<file path="src/rtl/bus_arbiter.sv">
// Round-robin arbiter: N_MASTERS simple-bus masters share one slave port. A grant lasts one transaction.
// Latency: request to o_bus_en is 1 cycle; slave ack to o_m_ack is 0 cycles; at least 1 idle cycle between grants.
// Backpressure: the owner keeps the bus until ack or timeout abort; other requesters hold bus_en high and wait their turn.
module bus_arbiter #(
    parameter int N_MASTERS = 2,
    parameter int TIMEOUT   = 255
) (
    input  logic                      i_clk,
    input  logic                      i_rst,
    input  logic [N_MASTERS-1:0]      i_m_bus_en,
    input  logic [N_MASTERS-1:0]      i_m_wr_en,
    input  logic [32*N_MASTERS-1:0]   i_m_wr_data,
    input  logic [32*N_MASTERS-1:0]   i_m_addr,
    input  logic [4*N_MASTERS-1:0]    i_m_byte_en,
    output logic [N_MASTERS-1:0]      o_m_ack,
    output logic [N_MASTERS-1:0]      o_m_err,
    output logic [31:0]               o_m_rd_data,
    output logic [N_MASTERS-1:0]      o_grant,
    output logic                      o_bus_en,
    output logic                      o_wr_en,
    output logic [31:0]               o_wr_data,
    output logic [31:0]               o_addr,
    output logic [3:0]                o_byte_en,
    input  logic                      i_ack,
    input  logic [31:0]               i_rd_data
);
    localparam int                   IDX_W    = $clog2(N_MASTERS);
    localparam logic [N_MASTERS-1:0] ONE      = N_MASTERS'(1);
    localparam int                   TO_M1    = (TIMEOUT > 0) ? TIMEOUT - 1 : 0;
    localparam logic [15:0]          TO_LIM   = 16'(TO_M1);
    localparam bit                   TO_EN    = (TIMEOUT != 0);
    localparam logic [IDX_W-1:0]     LAST_RST = IDX_W'(N_MASTERS - 1);

    typedef enum logic {IDLE, BUSY} state_t;

    state_t               r_state;
    state_t               w_next;
    logic [IDX_W-1:0]     r_grant_idx;
    logic [IDX_W-1:0]     r_last_idx;
    logic [IDX_W-1:0]     w_win_idx;
    logic [IDX_W-1:0]     w_cand_idx;
    logic                 w_win_found;
    int                   w_cand;
    logic [15:0]          r_tcnt;
    logic [N_MASTERS-1:0] r_grant;
    logic                 r_bus_en;
    logic                 r_wr_en;
    logic [31:0]          r_wr_data;
    logic [31:0]          r_addr;
    logic [3:0]           r_byte_en;
    logic                 w_ack_now;
    logic                 w_to_now;
    logic                 w_done;

    // Round-robin search: first requester strictly after the previous owner, wrapping.
    always_comb begin
        w_win_found = 1'b0;
        w_win_idx   = '0;
        w_cand      = 0;
        w_cand_idx  = '0;
        for (int k = 1; k <= N_MASTERS; k++) begin
            w_cand     = (int'(r_last_idx) + k) % N_MASTERS;
            w_cand_idx = IDX_W'(w_cand);
            if (!w_win_found && i_m_bus_en[w_cand_idx]) begin
                w_win_found = 1'b1;
                w_win_idx   = w_cand_idx;
            end
        end
    end

    // Next state and zero-latency completion pulses; a real ack beats a coincident timeout.
    always_comb begin
        w_next    = r_state;
        w_ack_now = (r_state == BUSY) && i_ack;
        w_to_now  = TO_EN && (r_state == BUSY) && !i_ack && (r_tcnt == TO_LIM);
        w_done    = w_ack_now || w_to_now;
        o_m_ack   = '0;
        o_m_err   = '0;
        case (r_state)
            IDLE: if (w_win_found) w_next = BUSY;
            BUSY: if (w_done)      w_next = IDLE;
            default:               w_next = IDLE;
        endcase
        if (w_done)   o_m_ack = ONE << r_grant_idx;
        if (w_to_now) o_m_err = ONE << r_grant_idx;
    end

    // FSM state register; reset abandons any open transaction without acking it.
    always_ff @(posedge i_clk or negedge i_rst) begin
        if (!i_rst) r_state <= IDLE;
        else        r_state <= w_next;
    end

    // Grant bookkeeping and slave-side registers: latched at grant, frozen while BUSY.
    always_ff @(posedge i_clk or negedge i_rst) begin
        if (!i_rst) begin
            r_grant_idx <= '0;
            r_last_idx  <= LAST_RST;
            r_tcnt      <= '0;
            r_grant     <= '0;
            r_bus_en    <= 1'b0;
            r_wr_en     <= 1'b0;
            r_wr_data   <= '0;
            r_addr      <= '0;
            r_byte_en   <= '0;
        end else if (r_state == IDLE) begin
            r_bus_en <= 1'b0;
            if (w_win_found) begin
                r_bus_en    <= 1'b1;
                r_wr_en     <= i_m_wr_en[w_win_idx];
                r_wr_data   <= i_m_wr_data[32*w_win_idx +: 32];
                r_addr      <= i_m_addr[32*w_win_idx +: 32];
                r_byte_en   <= i_m_byte_en[4*w_win_idx +: 4];
                r_grant     <= ONE << w_win_idx;
                r_grant_idx <= w_win_idx;
                r_tcnt      <= '0;
            end
        end else if (w_done) begin
            r_bus_en   <= 1'b0;
            r_wr_en    <= 1'b0;
            r_grant    <= '0;
            r_last_idx <= r_grant_idx;
        end else if (r_tcnt != 16'hFFFF) begin
            r_tcnt <= r_tcnt + 16'd1;
        end
    end

    assign o_m_rd_data = i_rd_data;
    assign o_grant     = r_grant;
    assign o_bus_en    = r_bus_en;
    assign o_wr_en     = r_wr_en;
    assign o_wr_data   = r_wr_data;
    assign o_addr      = r_addr;
    assign o_byte_en   = r_byte_en;
endmodule

</file>
<file path="config.mk">
export PLATFORM = sky130hd
export DESIGN_NAME = bus_arbiter
export DESIGN_NICKNAME = d
export VERILOG_FILES = /design/src/rtl/bus_arbiter.sv
export SDC_FILE = /design/constraint.sdc
export NUM_CORES = 1
export LEC_CHECK = 0
export ABC_AREA = 1
export BUFFER_PORTS_ARGS = -buffer_cell sky130_fd_sc_hd__buf_2
export CAP_MARGIN = 30
export CORE_ASPECT_RATIO = 0.8
export CORE_MARGIN = 3
export CORE_UTILIZATION = 35
export DETAILED_ROUTE_END_ITERATION = 12
export GPL_TIMING_DRIVEN = 1
export MAX_ROUTING_LAYER = met4
export PLACE_DENSITY = 0.69
export SKIP_CTS_REPAIR_TIMING = 1
export SYNTH_ARGS = -nofsm -noshare
export SYNTH_HDL_FRONTEND = slang
export SYNTH_SLANG_ARGS = --single-unit
</file>
<file path="constraint.sdc">
create_clock -name i_clk -period 2.9 [get_ports i_clk]
set_clock_uncertainty 0.2 [all_clocks]
set_input_delay 0.435 -clock i_clk [delete_from_list [all_inputs] [get_ports i_clk]]
set_output_delay 0.435 -clock i_clk [all_outputs]
set_load 0.01 [all_outputs]
</file>
==> impl_metrics.tcl <==
set metrics [dict create \
    status "finished clean" \
    finalCriticalPeriod_ns 2.549 \
    peakVddDrop_mv 0.4744 \
    antenna_found_initial 0 \
    arrival_ns 1.91 \
    required_ns 2.27 \
    start_kind "register" \
    yosysTopAreaCell "dfrtp_1" \
    critPathKind "reg2out" \
    drc 0 \
    hold_path_class "in2reg" \
    fin_nets 987 \
    clk_latency_ns 0.34 \
    fp.dieW_microns 137.2 \
    grt-ovfl-total 0 \
    final_util_pct 46.92 \
    yosysSeqAreaShare_pct 47.30 \
    async_reset_ff_share_pct 100.0 \
    syn_area_sq_um 4817 \
    synth_seq_cells 91 \
    p_leak_nw 3.158 \
    crit_fanout 21 \
    start_util_pct 36.64 \
    relSlewSlack_pct 46.53 \
    core_sq_um 13150 \
    cts_buffers 9 \
    rows 37 \
    synthAdderAreaFrac_pct 0.5195 \
    synthSimpleGateAreaFrac_pct 27.35 \
    place.gp.congestion 0.9338 \
    io_pins 283 \
    drive_above_1_share_pct 31.17 \
    synthXorXnorAreaFrac_pct 0.1818 \
    clkTransAtPathRegs_ns 0.06 \
    first_pass_iters 5 \
    fillCellCount 1304 \
    port_buffers 218 \
    avgSynthCellArea_sq_um 7.527 \
    synthMuxAreaShare_pct 0 \
    yosysWarnings 0 \
    post_drt_wl_per_cell_microns 15.39 \
    dpl_cell_area_sq_um 5831 \
    finalHoldViolCount 0 \
    yosys-top-cells-area "dfrtp_1 47%, o21ai_0 14%, nand2_1 12%, nor2_1 8.1%, buf_4 5.0%" \
    routed_via_density 4.936 \
    fmax_mhz 392.3 \
    cts_max_path_buffers 2 \
    syn_inst 640 \
    synth-compound-area-share_pct 14.83 \
    cts_tree "built" \
    cts-root-buf "clkbuf_16" \
    maxSlewViolCount 0 \
    power_density_nw_per_um2 819.4 \
    num_antenna_cells 0 \
    grt_pass1_vias 4709 \
    grt_usage_pct 20.72 \
    htree_levels 3 \
    ant_nets 0 \
    cts_sinks 91 \
    worst_slew_pin_slew_ns 0.8020 \
    die_y_microns 110.9 \
    design_area_sq_um 6168 \
    synth_nets 817 \
    synth-edff-count 0 \
    tns_ns 0 \
    grt_pass1_wl_mm 24.44 \
    dp_hpwl_mm 11.08 \
    synth_top_family_by_area "simple AND/OR/NAND/NOR gates" \
    yosys.area.top_type_share_pct 46.75 \
    yosysUniqueCellTypes 30 \
    cp-end-kind "primary output" \
    grt_max_degree 72 \
    die_area_sq_um 15220 \
    r2r_slack_ns 0.82 \
    final.period_utilization_pct 87.89 \
    drtIter0Drc 341 \
    mostFrequentLayoutCells "217 x buf_2, 150 x nand2_1, 131 x o21ai_0, 104 x nor2_1, 90 x dfrtp_1" \
    wirelength_mm 15.24 \
    final_common_cell "buf_2" \
    synthFlopType "dfrtp_1" \
    rsz0062_at_grt "no" \
    areaGrowthSynthToFinish_pct 28.05 \
    cap_violations 0 \
    setup_viol 0 \
    vias 4887 \
]
## metrics by stage
stage	hold slack, ns	worst slack, ns	std cells	power [W]
2_1_floorplan	-0.06059	1.093	640	0.002973
3_3_place_gp	0.2554	0.8130	973	0.003773
3_5_place_dp	0.2634	0.7107	973	0.003803
4_1_cts	-0.1066	0.3353	989	0.005108
5_1_grt	0.1393	0.09941	990	0.005424
6_report	0.1290	0.3512	990	0.005054
## path summary, 6_finish.rpt
kind,start,end,cells after the start
worst max-delay path,r_state,o_m_err[0],7
worst min-delay path,i_m_wr_data[26],o_wr_data[26],3
worst max register to register,r_state,r_tcnt[4],8
worst min register to register,o_addr[28],o_addr[28],2
max in group asynchronous,i_rst,o_addr[24],3
min in group asynchronous,i_rst,o_wr_data[11],2
## logic make-up (layout without fill, tap and decap cells)
| kind of cell | Yosys count | in the layout |
|---|---|---|
| fa+ha+maj | 2 | 2 |
| xor+xnor | 1 | 1 |
| flops | 91 | 91 |
| buf+inv | 89 | 264 |
| simple gates | 318 | 318 |
| compound gates | 139 | 139 |
## routing by layer
metal  vias to the layer above  track usage [%]  wire length, microns
met3                        20            5.898                  1322
met1                      2237            27.28                  6587
met4                         0            5.386                   243
met2                       237            31.46                  7086
met5                         -                -                     0
li1                       2393                -                     -
## flip-flops by register name, summed over array words and instances, names as in the netlist
name / cells
r_grant_idx: 1
o_addr: 32
r_tcnt: 16
o_wr_en: 1
r_last_idx: 1
r_state: 1
o_byte_en: 4
o_bus_en: 1
o_wr_data: 32
o_grant: 2
## final cells by class
| class | count | area (sq um) | share of cell area [%] |
|---|---|---|---|
| clock buffers | 11 | 242.7 | 3.935 |
| clock inverters | 5 | 85.08 | 1.379 |
| inverters | 23 | 88.84 | 1.440 |
| flip-flops and latches | 91 | 2278 | 36.94 |
| repair buffers | 225 | 1186 | 19.23 |
| multi-input cells | 460 | 2068 | 33.53 |
| well taps | 175 | 219.0 | 3.550 |
## worst max-delay path: stages, from the launching register on
cell and delay (ns):
dfrtp_1 0.53, inv_2 0.25, nor2_1 0.20, nand3_1 0.09, nor3_1 0.14, nand3_1 0.13
nor2_1 0.10, buf_2 0.13
## cell usage after synthesis, types with 2 or more instances
cell and count:
a21oi_1 4, and2_1 2, buf_2 7, buf_4 32, clkbuf_1 26, dfrtp_1 90
ha_1 2, inv_1 20, inv_2 2, nand2_1 151, nand2_2 2, nand3_1 43
nand4_1 3, nor2_1 104, nor2_2 2, nor3_1 5, o21a_1 2, o21ai_0 131
## where the power goes
group | switching (W) | total [W] | internal, W
Combinational | 0.00108 | 0.00174 | 0.000667
Clock | 0.000513 | 0.00130 | 0.000784
Sequential | 0.000281 | 0.00201 | 0.00173
Power figures use the tool's default switching activity.
